File: src/rtl/dmem_arbiter_pkg.sv
// dmem_arbiter_pkg
//   Shared definitions for the data-memory arbiter: arbiter state encodings
//   and the default memory depth in 32-bit words.
package dmem_arbiter_pkg;

   localparam int DEPTH_DEFAULT = 64;

   typedef enum logic [1:0] {
      ST_IDLE    = 2'd0,
      ST_GNT_CPU = 2'd1,
      ST_GNT_VID = 2'd2
   } state_t;

endpackage

File: src/rtl/dmem_addr_check.sv
// dmem_addr_check
//   Combinational legality check for one requester's memory access.
//   Ports:
//     word_idx  in  32  word index of the access
//     align     in  2   low byte-address bits (tie to 0 for word-addressed users)
//     bad       out 1   access is misaligned or beyond DEPTH-1
module dmem_addr_check
   import dmem_arbiter_pkg::*;
#(
   parameter int DEPTH = DEPTH_DEFAULT
) (
   input  logic [31:0] word_idx,
   input  logic [1:0]  align,
   output logic        bad
);

   assign bad = (align != 2'b00) || (word_idx >= 32'(DEPTH));

endmodule

File: src/rtl/dmem_arbiter.sv
// dmem_arbiter
//   Shares the single read/write port of the data memory between the CPU
//   load/store unit and the video readout engine. Each side uses a req/ack
//   handshake with registered read data; under contention the grant
//   alternates. Out-of-range or misaligned accesses complete with err=1,
//   rd=0 and never write the memory.
//   Ports:
//     CLK, RST                          clock, synchronous active-high reset
//     cpu_req/we/addr/wd                CPU request (byte address)
//     cpu_ack/rd/err                    CPU completion (registered)
//     vid_req/addr                      video read request (word index)
//     vid_ack/rd/err                    video completion (registered)
//     mem_a/we/wd, mem_rd               shared memory port (async read)
module dmem_arbiter
   import dmem_arbiter_pkg::*;
#(
   parameter int DEPTH = DEPTH_DEFAULT
) (
   input  logic        CLK,
   input  logic        RST,
   input  logic        cpu_req,
   input  logic        cpu_we,
   input  logic [31:0] cpu_addr,
   input  logic [31:0] cpu_wd,
   output logic        cpu_ack,
   output logic [31:0] cpu_rd,
   output logic        cpu_err,
   input  logic        vid_req,
   input  logic [31:0] vid_addr,
   output logic        vid_ack,
   output logic [31:0] vid_rd,
   output logic        vid_err,
   output logic [31:0] mem_a,
   output logic        mem_we,
   output logic [31:0] mem_wd,
   input  logic [31:0] mem_rd
);

   state_t state;
   logic   bad_cpu;
   logic   bad_vid;

   dmem_addr_check #(.DEPTH(DEPTH)) u_chk_cpu (
      .word_idx ({2'b00, cpu_addr[31:2]}),
      .align    (cpu_addr[1:0]),
      .bad      (bad_cpu)
   );

   dmem_addr_check #(.DEPTH(DEPTH)) u_chk_vid (
      .word_idx (vid_addr),
      .align    (2'b00),
      .bad      (bad_vid)
   );

   // Memory port is a pure decode of the grant state. The write enable is
   // gated by RST so a store caught by reset in its grant cycle is dropped.
   always_comb begin
      mem_a  = 32'd0;
      mem_wd = 32'd0;
      mem_we = 1'b0;
      case (state)
         ST_GNT_CPU: begin
            mem_a  = cpu_addr;
            mem_wd = cpu_wd;
            mem_we = cpu_we & ~bad_cpu & ~RST;
         end
         ST_GNT_VID: begin
            mem_a  = {vid_addr[29:0], 2'b00};
         end
         default: ;
      endcase
   end

   // Arbiter FSM plus completion registers. The side holding the grant is
   // masked from the next decision, which gives alternation under contention
   // and one access per two cycles for a lone back-to-back requester.
   always_ff @(posedge CLK) begin
      if (RST) begin
         state   <= ST_IDLE;
         cpu_ack <= 1'b0;
         cpu_rd  <= 32'd0;
         cpu_err <= 1'b0;
         vid_ack <= 1'b0;
         vid_rd  <= 32'd0;
         vid_err <= 1'b0;
      end else begin
         cpu_ack <= 1'b0;
         vid_ack <= 1'b0;
         case (state)
            ST_IDLE: begin
               if (cpu_req)      state <= ST_GNT_CPU;
               else if (vid_req) state <= ST_GNT_VID;
            end
            ST_GNT_CPU: begin
               cpu_ack <= 1'b1;
               cpu_rd  <= (cpu_we || bad_cpu) ? 32'd0 : mem_rd;
               cpu_err <= bad_cpu;
               state   <= vid_req ? ST_GNT_VID : ST_IDLE;
            end
            ST_GNT_VID: begin
               vid_ack <= 1'b1;
               vid_rd  <= bad_vid ? 32'd0 : mem_rd;
               vid_err <= bad_vid;
               state   <= cpu_req ? ST_GNT_CPU : ST_IDLE;
            end
            default: state <= ST_IDLE;
         endcase
      end
   end

endmodule

File: config.mk
export PLATFORM = sky130hd
export DESIGN_NAME = dmem_arbiter
export DESIGN_NICKNAME = d
export VERILOG_FILES = /design/src/rtl/dmem_arbiter_pkg.sv /design/src/rtl/dmem_addr_check.sv /design/src/rtl/dmem_arbiter.sv
export SDC_FILE = /design/constraint.sdc
export NUM_CORES = 1
export LEC_CHECK = 0
export ABC_AREA = 1
export BUFFER_PORTS_ARGS = -buffer_cell sky130_fd_sc_hd__buf_2
export CAP_MARGIN = 10
export CORE_ASPECT_RATIO = 0.8
export CORE_MARGIN = 3
export CORE_UTILIZATION = 46
export DETAILED_ROUTE_END_ITERATION = 10
export GPL_ROUTABILITY_DRIVEN = 0
export PLACE_DENSITY = 0.86
export SYNTH_ARGS = -nofsm -noshare
export SYNTH_HDL_FRONTEND = slang
export SYNTH_SLANG_ARGS = --single-unit
File: constraint.sdc
create_clock -name CLK -period 3.04 [get_ports CLK]
set_input_delay 0.608 -clock CLK [delete_from_list [all_inputs] [get_ports CLK]]
set_output_delay 0.608 -clock CLK [all_outputs]
set_load 0.03 [all_outputs]
==> flow_summary.ini, run 1 <==
[global_routing]
grt_pass1_wl_um = 21800
met1_usage_pct = 32.7
grt_pass1_vias = 4434
grt_start_max_net_pins = 70
antenna_found_initial = 0
grt_util_met2_pct = 44.0
grt-ovfl-total = 0
globalRouteTotalUtil_pct = 26.0
grt-busiest-layer = met2
use_met3_pct = 6.76

[timing]
fmax_mhz = 368
slew_violations = 0
hold_violations = 0
setup_viol = 0
max_slew_margin_pct = 39.8
finClkSkew_ps = 13.0
setup_ws_ps = 324
timing.final.crit_period_ps = 2720
period_share_pct = 89.4
rsz0062_at_grt = no
setup_tns_ps = 0
worst_slew_pin_slew_ps = 904

[placement]
post-place-cells = 947
post-place-ws_ps = 686
dp_hpwl_um = 10400
portBuffers = 265
dpl_cell_area_sq_um = 5450

[die]
dieArea_sq_um = 10100
core_sq_um = 8600
dieWidth_um = 112
initial_core_util_pct = 47.9
io_pins = 266
rows = 30
die_h_um = 90.6

[drt]
viasPerCell = 5.01
drt-total-wl_um = 13900
firstDrtPassIters = 5
vias = 4822
postRouteAntennaNets = 0
post_drt_wl_per_cell_um = 14.4
drt_iter0_drc = 457
route.detailed.drc = 0

[critical_path]
regToRegStartpoint = state[0]
worstSetupEndpoint = mem_a[28]
path_delay_family = buffers and inverters
crit_type = reg2out
max_stage_delay_ps = 590
r2r_slack_ps = 710
crit_path_end_kind = primary output
arrival_ps = 2110
worstPathCellList = inv_1 -> ha_1 -> buf_4 -> nand3_1 -> o21ai_0 -> buf_2
required_ps = 2430
reg2reg_depth = 9
critPathMaxFanout = 20
cp-start-kind = flip-flop
r2r-end = vid_rd[22]
cp-startpoint = state[0]
path_buf_inv = 3
slowest_stage = ha_1
critical_path_cell_count = 6

[status]
status = finished, final reports clean

[yosys]
ys_types = 27
synth_seq_cells = 70
synth_edf_count = 0
ys_async_sr_fraction_pct = 0
synth.avg_cell_area_sq_um = 6.81
syn_nets = 742
ys_warn_count = 0
ys.flop_type = dfxtp_1
yosys.area.top_type = dfxtp_1
netlist.area_leader.share_pct = 34.0
ys_seq_area_share_pct = 34.0
yosys-top-cells-area = dfxtp_1 (34%), nand2_1 (15%), nand3_1 (7.3%), inv_1 (7.2%), nand3_2 (7.0%)
synth.most_common_cell = nand2_1
netlist_area_sq_um = 4120
synth_common_cells = nand2_1 (163), inv_1 (79), dfxtp_1 (70)
synth_cells = 605

[clock_tree]
cts_made_buffers = 9
postCtsSetupRepairBufs = 0
clk_path_buf_depth = 2
clock_latency_ps = 340
htreeDepth = 3
clock-sinks = 70
tritoncts = built
clk_pin_slew_ps = 70
cts_resized = 0
clock-root-buffer = clkbuf_8
ctsHoldBuffers = 0

[final_layout]
syn2layout_area_growth_pct = 36.3
finalInstanceArea_sq_um = 5610
stdcell_count = 962
nFillCells = 755
nNetsFinal = 983
multi_input_area_sq_um = 2170
insertedDiodeCount = 0
seqCellArea_sq_um = 1400
drive_gt1_share_pct = 42.4

[power]
cellLeakagePower_nw = 3.19
peakVddDrop_uv = 220
powerDensity_nw_per_um2 = 360

[hold_path]
hold_path.class = in2reg

[run]
max_cap_viol_count = 0
-- routing by layer --
| metal | wire length [um] | part of all wire, % |
|---|---|---|
| met1 | 5700 | 41 |
| met2 | 6810 | 49 |
| met3 | 1070 | 7.7 |
| met4 | 279 | 2.0 |
| met5 | 0 | 0 |
-- how the worst min path moves through the flow --
stage	start	endpoint	slack, ps	cells after the start
after floorplan	state[1]	state[1]	480	2
after global placement	cpu_rd[23]	cpu_rd[23]	450	2
after detailed placement	cpu_rd[24]	cpu_rd[24]	450	2
after CTS	RST	cpu_ack	450	2
after global routing	RST	cpu_ack	460	2
final	RST	cpu_ack	460	2
-- kinds of logic after synthesis --
| family | synth area share, % |
|---|---|
| simple gates | 39.2 |
| buf+inv | 13.5 |
| compound gates | 12.1 |
| flops | 34.0 |
| fa+ha+maj | 1.22 |
-- cells in the final DEF (no fill, tap or decap), drive strengths merged --
master and instances:
ha 4, o21bai 1, o211ai 1, a21oi 67
and2 1, and3 1, clkbuf 9, nand4 35
clkinv 4, nand3 89, inv 81, nor3 1
buf 279, dfxtp 70, nor2 34, o21ai 8
clkinvlp 2, nand2 163
-- power breakdown --
group	internal (mW)	total, mW	switching [mW]
Sequential	0.922	0.925	0.00343
Clock	0.290	0.643	0.353
Combinational	0.146	0.455	0.310
Total	1.36	2.02	0.666
-- through the flow --
stage	utilization, %	power (mW)	hold WS, ps
2_1_floorplan	-	1.21	476
3_3_place_gp	63.4	1.40	451
5_1_grt	65.3	2.13	457
4_1_cts	65.3	2.04	451
3_5_place_dp	63.4	1.40	453
6_report	65.3	2.02	462
-- layout make-up --
type,instances,area share (%)
inverter,81,5.46
tap,112,2.50
clock buffer,9,2.21
timing repair buffer,279,25.5
sequential,70,25.0
clock inverter,6,0.691
multi-input combinational,405,38.7
-- flip-flops by register name (all words and copies together), names as in the netlist --
register  flops
cpu_rd       32
vid_rd       32
state         2
cpu_ack       1
cpu_err       1
vid_ack       1
vid_err       1
No activity file was read; power rests on OpenSTA's default activity.
==> inputs of run 2 (changes only) <==
--- a/config.mk
+++ b/config.mk
@@ -6,14 +6,13 @@
 export NUM_CORES = 1
 export LEC_CHECK = 0
 export ABC_AREA = 1
-export BUFFER_PORTS_ARGS = -buffer_cell sky130_fd_sc_hd__buf_2
 export CAP_MARGIN = 10
-export CORE_ASPECT_RATIO = 0.8
-export CORE_MARGIN = 3
-export CORE_UTILIZATION = 46
+export CORE_AREA = 3 3 102 104
 export DETAILED_ROUTE_END_ITERATION = 10
+export DIE_AREA = 0 0 105 107
+export DONT_BUFFER_PORTS = 1
 export GPL_ROUTABILITY_DRIVEN = 0
-export PLACE_DENSITY = 0.86
+export PLACE_DENSITY = 0.57
 export SYNTH_ARGS = -nofsm -noshare
 export SYNTH_HDL_FRONTEND = slang
 export SYNTH_SLANG_ARGS = --single-unit
==> run 2 against run 1 <==
Compared with the run above: core utilization decreased by 19 points; largest cell class unchanged; die area grew 11%; non-clock buffer count down 259; critical endpoint is now mem_a[6]; first-iteration DRC count shrank 61%.
==> flow_summary.ini, run 2 (same netlist as run 1, synthesis figures left out) <==
[timing]
max_slew_margin_pct = 29.8
timing.final.crit_period_ps = 2700
setup_tns_ps = 0
slew_violations = 0
finClkSkew_ps = 13.3
fmax_mhz = 371
hold_violations = 0
period_share_pct = 88.7
holdWs_ps = 334
setup_viol = 0
rsz0062_at_grt = no
worst_slew_pin_slew_ps = 1050
setup_ws_ps = 343

[die]
die_h_um = 107
core_sq_um = 9640
io_pins = 266
rows = 36
initial_core_util_pct = 42.7
dieWidth_um = 105
dieArea_sq_um = 11200

[power]
p_seq_share_pct = 46.7
pwr-share-comb_pct = 14.7
intPower_mw = 1.36
peakVddDrop_uv = 301
powerDensity_nw_per_um2 = 451
cellLeakagePower_nw = 1.99
power_frac_clock_pct = 38.6
p_switching_uw = 634
swShare_pct = 31.7

[placement]
post-place-ws_ps = 720
portBuffers = 0
dpl_cell_area_sq_um = 4230
dp_hpwl_um = 9770

[global_routing]
globalRouteTotalUtil_pct = 22.3
grt-ovfl-total = 0
grt_pass1_wl_um = 20100
grt_start_max_net_pins = 71
antenna_found_initial = 0
grt_pass1_vias = 3748

[hold_path]
min_to = vid_rd[8]
hold_path.class = in2reg
hp-start = RST
whs_path_depth = 1

[final_layout]
final_util_pct = 45.9
seqCellArea_sq_um = 1400
final_common_cell = nand2_1
nFillCells = 993
syn2layout_area_growth_pct = 7.51
multi_input_area_sq_um = 2180
reg_top3 = cpu_rd x32, vid_rd x32, state x2
finalInstanceArea_sq_um = 4430
drive_gt1_share_pct = 17.1
insertedDiodeCount = 0
layout_common_cells = nand2_1 (163), inv_1 (79), dfxtp_1 (70)
nNetsFinal = 724

[drt]
post_drt_wl_per_cell_um = 18.2
drt-total-wl_um = 13200
viasPerCell = 5.38
postRouteAntennaNets = 0
vias = 3899
route.detailed.drc = 0
firstDrtPassIters = 4
drt_iter0_drc = 178

[clock_tree]
postCtsSetupRepairBufs = 0
ctsHoldBuffers = 0
tritoncts = built
clock_latency_ps = 340
htreeDepth = 3
cts_resized = 0
clk_pin_slew_ps = 90
clock-root-buffer = clkbuf_8
clk_path_buf_depth = 2
cts_made_buffers = 9
clock-sinks = 70

[critical_path]
r2r-end = vid_rd[11]
cp-start-kind = flip-flop
cp-startpoint = state[0]
required_ps = 2430
arrival_ps = 2090
crit_type = reg2out
reg2reg_depth = 8
crit_path_end_kind = primary output
regToRegStartpoint = state[0]
critPathMaxFanout = 38
r2r_slack_ps = 920

[run]
max_cap_viol_count = 0

[status]
status = finished, final reports clean
-- run 2: cell count changes in the layout (fill, tap and decap cells not counted), moves of 2 or more --
cell,change
buf_12,+2
buf_2,-265
buf_4,+4
clkinv_2,-3
-- run 2: layout make-up --
cell class / instances / area share [%]
Clock inverter: 6 / 1.58
Multi-Input combinational cell: 405 / 49.2
Sequential cell: 70 / 31.7
Timing Repair Buffer: 20 / 3.96
Tap cell: 133 / 3.76
Inverter: 81 / 6.92
Clock buffer: 10 / 2.88
-- run 2: how the worst max path moves through the flow --
stage                           end  slack, ps  depth (start not counted)
final                      mem_a[6]        340                          5
after detailed placement   mem_a[8]        720                          6
after CTS                  mem_a[8]        330                          6
after global routing      mem_a[28]        170                          6
after global placement     mem_a[8]        770                          6
after floorplan           mem_a[20]        620                          5
-- run 2: power groups by stage --
stage | Clock, mW | Sequential, mW | Combinational, mW
2_1_floorplan | 0 | 0.953 | 0.257
3_3_place_gp | 0 | 0.955 | 0.289
3_5_place_dp | 0 | 0.955 | 0.293
4_1_cts | 0.787 | 0.934 | 0.294
5_1_grt | 0.821 | 0.935 | 0.322
6_report | 0.771 | 0.934 | 0.293
-- run 2: metal layers --
layer  GRT usage (%)  wire [um]  up-vias
met5               0          0        -
met4            8.15        314        0
met3            6.44       1040       21
met2            36.7       6290      171
met1            27.8       5590     1809
li1                -          -     1898
-- run 2: per-stage QoR --
stage | cells | power, mW
floorplan | 605 | 1.21
global placement | 709 | 1.24
detailed placement | 709 | 1.25
CTS | 725 | 2.01
global route | 725 | 2.08
finish | 725 | 2.00
-- run 2: critical path, cell delays in order, from the launching register on --
cell,delay [ps]
dfxtp_1,430
inv_1,90
ha_1,420
buf_4,380
nand3_1,130
nand2_1,290
==> inputs of run 3 (changes only) <==
--- a/config.mk
+++ b/config.mk
@@ -12,6 +12,7 @@
 export DIE_AREA = 0 0 105 107
 export DONT_BUFFER_PORTS = 1
 export GPL_ROUTABILITY_DRIVEN = 0
+export MAX_ROUTING_LAYER = met4
 export PLACE_DENSITY = 0.57
 export SYNTH_ARGS = -nofsm -noshare
 export SYNTH_HDL_FRONTEND = slang
==> run 3 against run 2 <==
Compared with the run above: core utilization is the same; sequential cell count is the same; worst hold slack lost 14 ps; critical endpoint unchanged; highest routed layer unchanged.
==> flow_summary.ini, run 3 (same netlist as run 1, synthesis figures left out) <==
[status]
status = finished, final reports clean

[global_routing]
grt_pass1_wl_um = 20100
antenna_found_initial = 0
grt_pass1_vias = 3741
grt_start_max_net_pins = 71
grt-ovfl-total = 0
globalRouteTotalUtil_pct = 23.0

[placement]
post-place-ws_ps = 720
dpl_cell_area_sq_um = 4230
portBuffers = 0
dp_hpwl_um = 9770

[timing]
setup_ws_ps = 350
max_slew_margin_pct = 31.7
rsz0062_at_grt = no
hold_violations = 0
slew_violations = 0
setup_viol = 0
period_share_pct = 88.5
holdWs_ps = 320
timing.final.crit_period_ps = 2690
finClkSkew_ps = 11.6
fmax_mhz = 372
worst_slew_pin_slew_ps = 1020
setup_tns_ps = 0

[drt]
post_drt_wl_per_cell_um = 18.2
drt_iter0_drc = 181
drt-total-wl_um = 13200
firstDrtPassIters = 7
route.detailed.drc = 0
vias = 3896
viasPerCell = 5.37
postRouteAntennaNets = 0

[critical_path]
slowest_stage = dfxtp_1
cp-startpoint = state[0]
reg2reg_depth = 8
cp-start-kind = flip-flop
path_delay_family = buffers and inverters
worstPathCellList = inv_1 -> ha_1 -> buf_4 -> nand3_1 -> nand2_1
path_buf_inv = 2
crit_path_end_kind = primary output
required_ps = 2430
r2r_slack_ps = 920
critPathMaxFanout = 38
arrival_ps = 2080
crit_type = reg2out
regToRegStartpoint = state[0]
r2r-end = vid_rd[11]
max_stage_delay_ps = 440

[die]
core_sq_um = 9640
rows = 36
io_pins = 266
dieArea_sq_um = 11200
die_h_um = 107
initial_core_util_pct = 42.7
dieWidth_um = 105

[hold_path]
hold_path.class = in2reg
whs_path_depth = 1
min_to = vid_rd[8]
hp-start = RST

[final_layout]
finalInstanceArea_sq_um = 4430
final_common_cell = nand2_1
drive_gt1_share_pct = 17.1
seqCellArea_sq_um = 1400
layout_common_cells = nand2_1 (163), inv_1 (79), dfxtp_1 (70)
nNetsFinal = 724
reg_top3 = cpu_rd x32, vid_rd x32, state x2
syn2layout_area_growth_pct = 7.51
multi_input_area_sq_um = 2180
insertedDiodeCount = 0
nFillCells = 993

[clock_tree]
clock-root-buffer = clkbuf_8
clock-sinks = 70
cts_made_buffers = 9
ctsHoldBuffers = 0
postCtsSetupRepairBufs = 0
clk_path_buf_depth = 2
clock_latency_ps = 340
cts_resized = 0
clk_pin_slew_ps = 80
tritoncts = built
htreeDepth = 3

[power]
power_mw = 2.00
peakVddDrop_uv = 301
powerDensity_nw_per_um2 = 451
cellLeakagePower_nw = 1.99

[run]
max_cap_viol_count = 0
-- run 3: metrics by stage --
stage                     util [%]  std cells
final                         45.9        725
after global routing          45.9        725
after CTS                     45.9        725
after detailed placement      43.9        709
after global placement        43.9        709
after floorplan                  -        605
-- run 3: metal layers --
metal | GRT usage (%) | wire length (um)
met5 | - | 0
met4 | 8.15 | 334
met3 | 5.96 | 1030
met2 | 36.7 | 6330
met1 | 28.2 | 5470
-- run 3: cell type report --
type | count | area share [%]
clock buffer | 10 | 2.88
clock inverter | 6 | 1.58
inverter | 81 | 6.92
multi-input combinational | 405 | 49.2
sequential | 70 | 31.7
tap | 133 | 3.76
timing repair buffer | 20 | 3.96
-- run 3: worst register-to-register path: cells and delay by family, from the launching register on --
family	cells	cell delay, ps
flip-flops	1	370
AO/OA/AOI/OAI	1	150
buffers and inverters	2	290
adder cells (fa/ha/maj)	1	240
AND/OR/NAND/NOR	4	990
-- run 3: worst max path at each step --
stage | end | slack (ps) | depth (start not counted)
6_report | mem_a[6] | 350 | 5
5_1_grt | mem_a[28] | 170 | 6
4_1_cts | mem_a[8] | 330 | 6
3_5_place_dp | mem_a[8] | 720 | 6
3_3_place_gp | mem_a[8] | 770 | 6
2_1_floorplan | mem_a[20] | 620 | 5
-- run 3: power by group --
group / switching [mW] / internal [mW] / total (mW)
Clock: 0.386 / 0.384 / 0.770
Sequential: 0.0123 / 0.921 / 0.934
Combinational: 0.233 / 0.0591 / 0.292
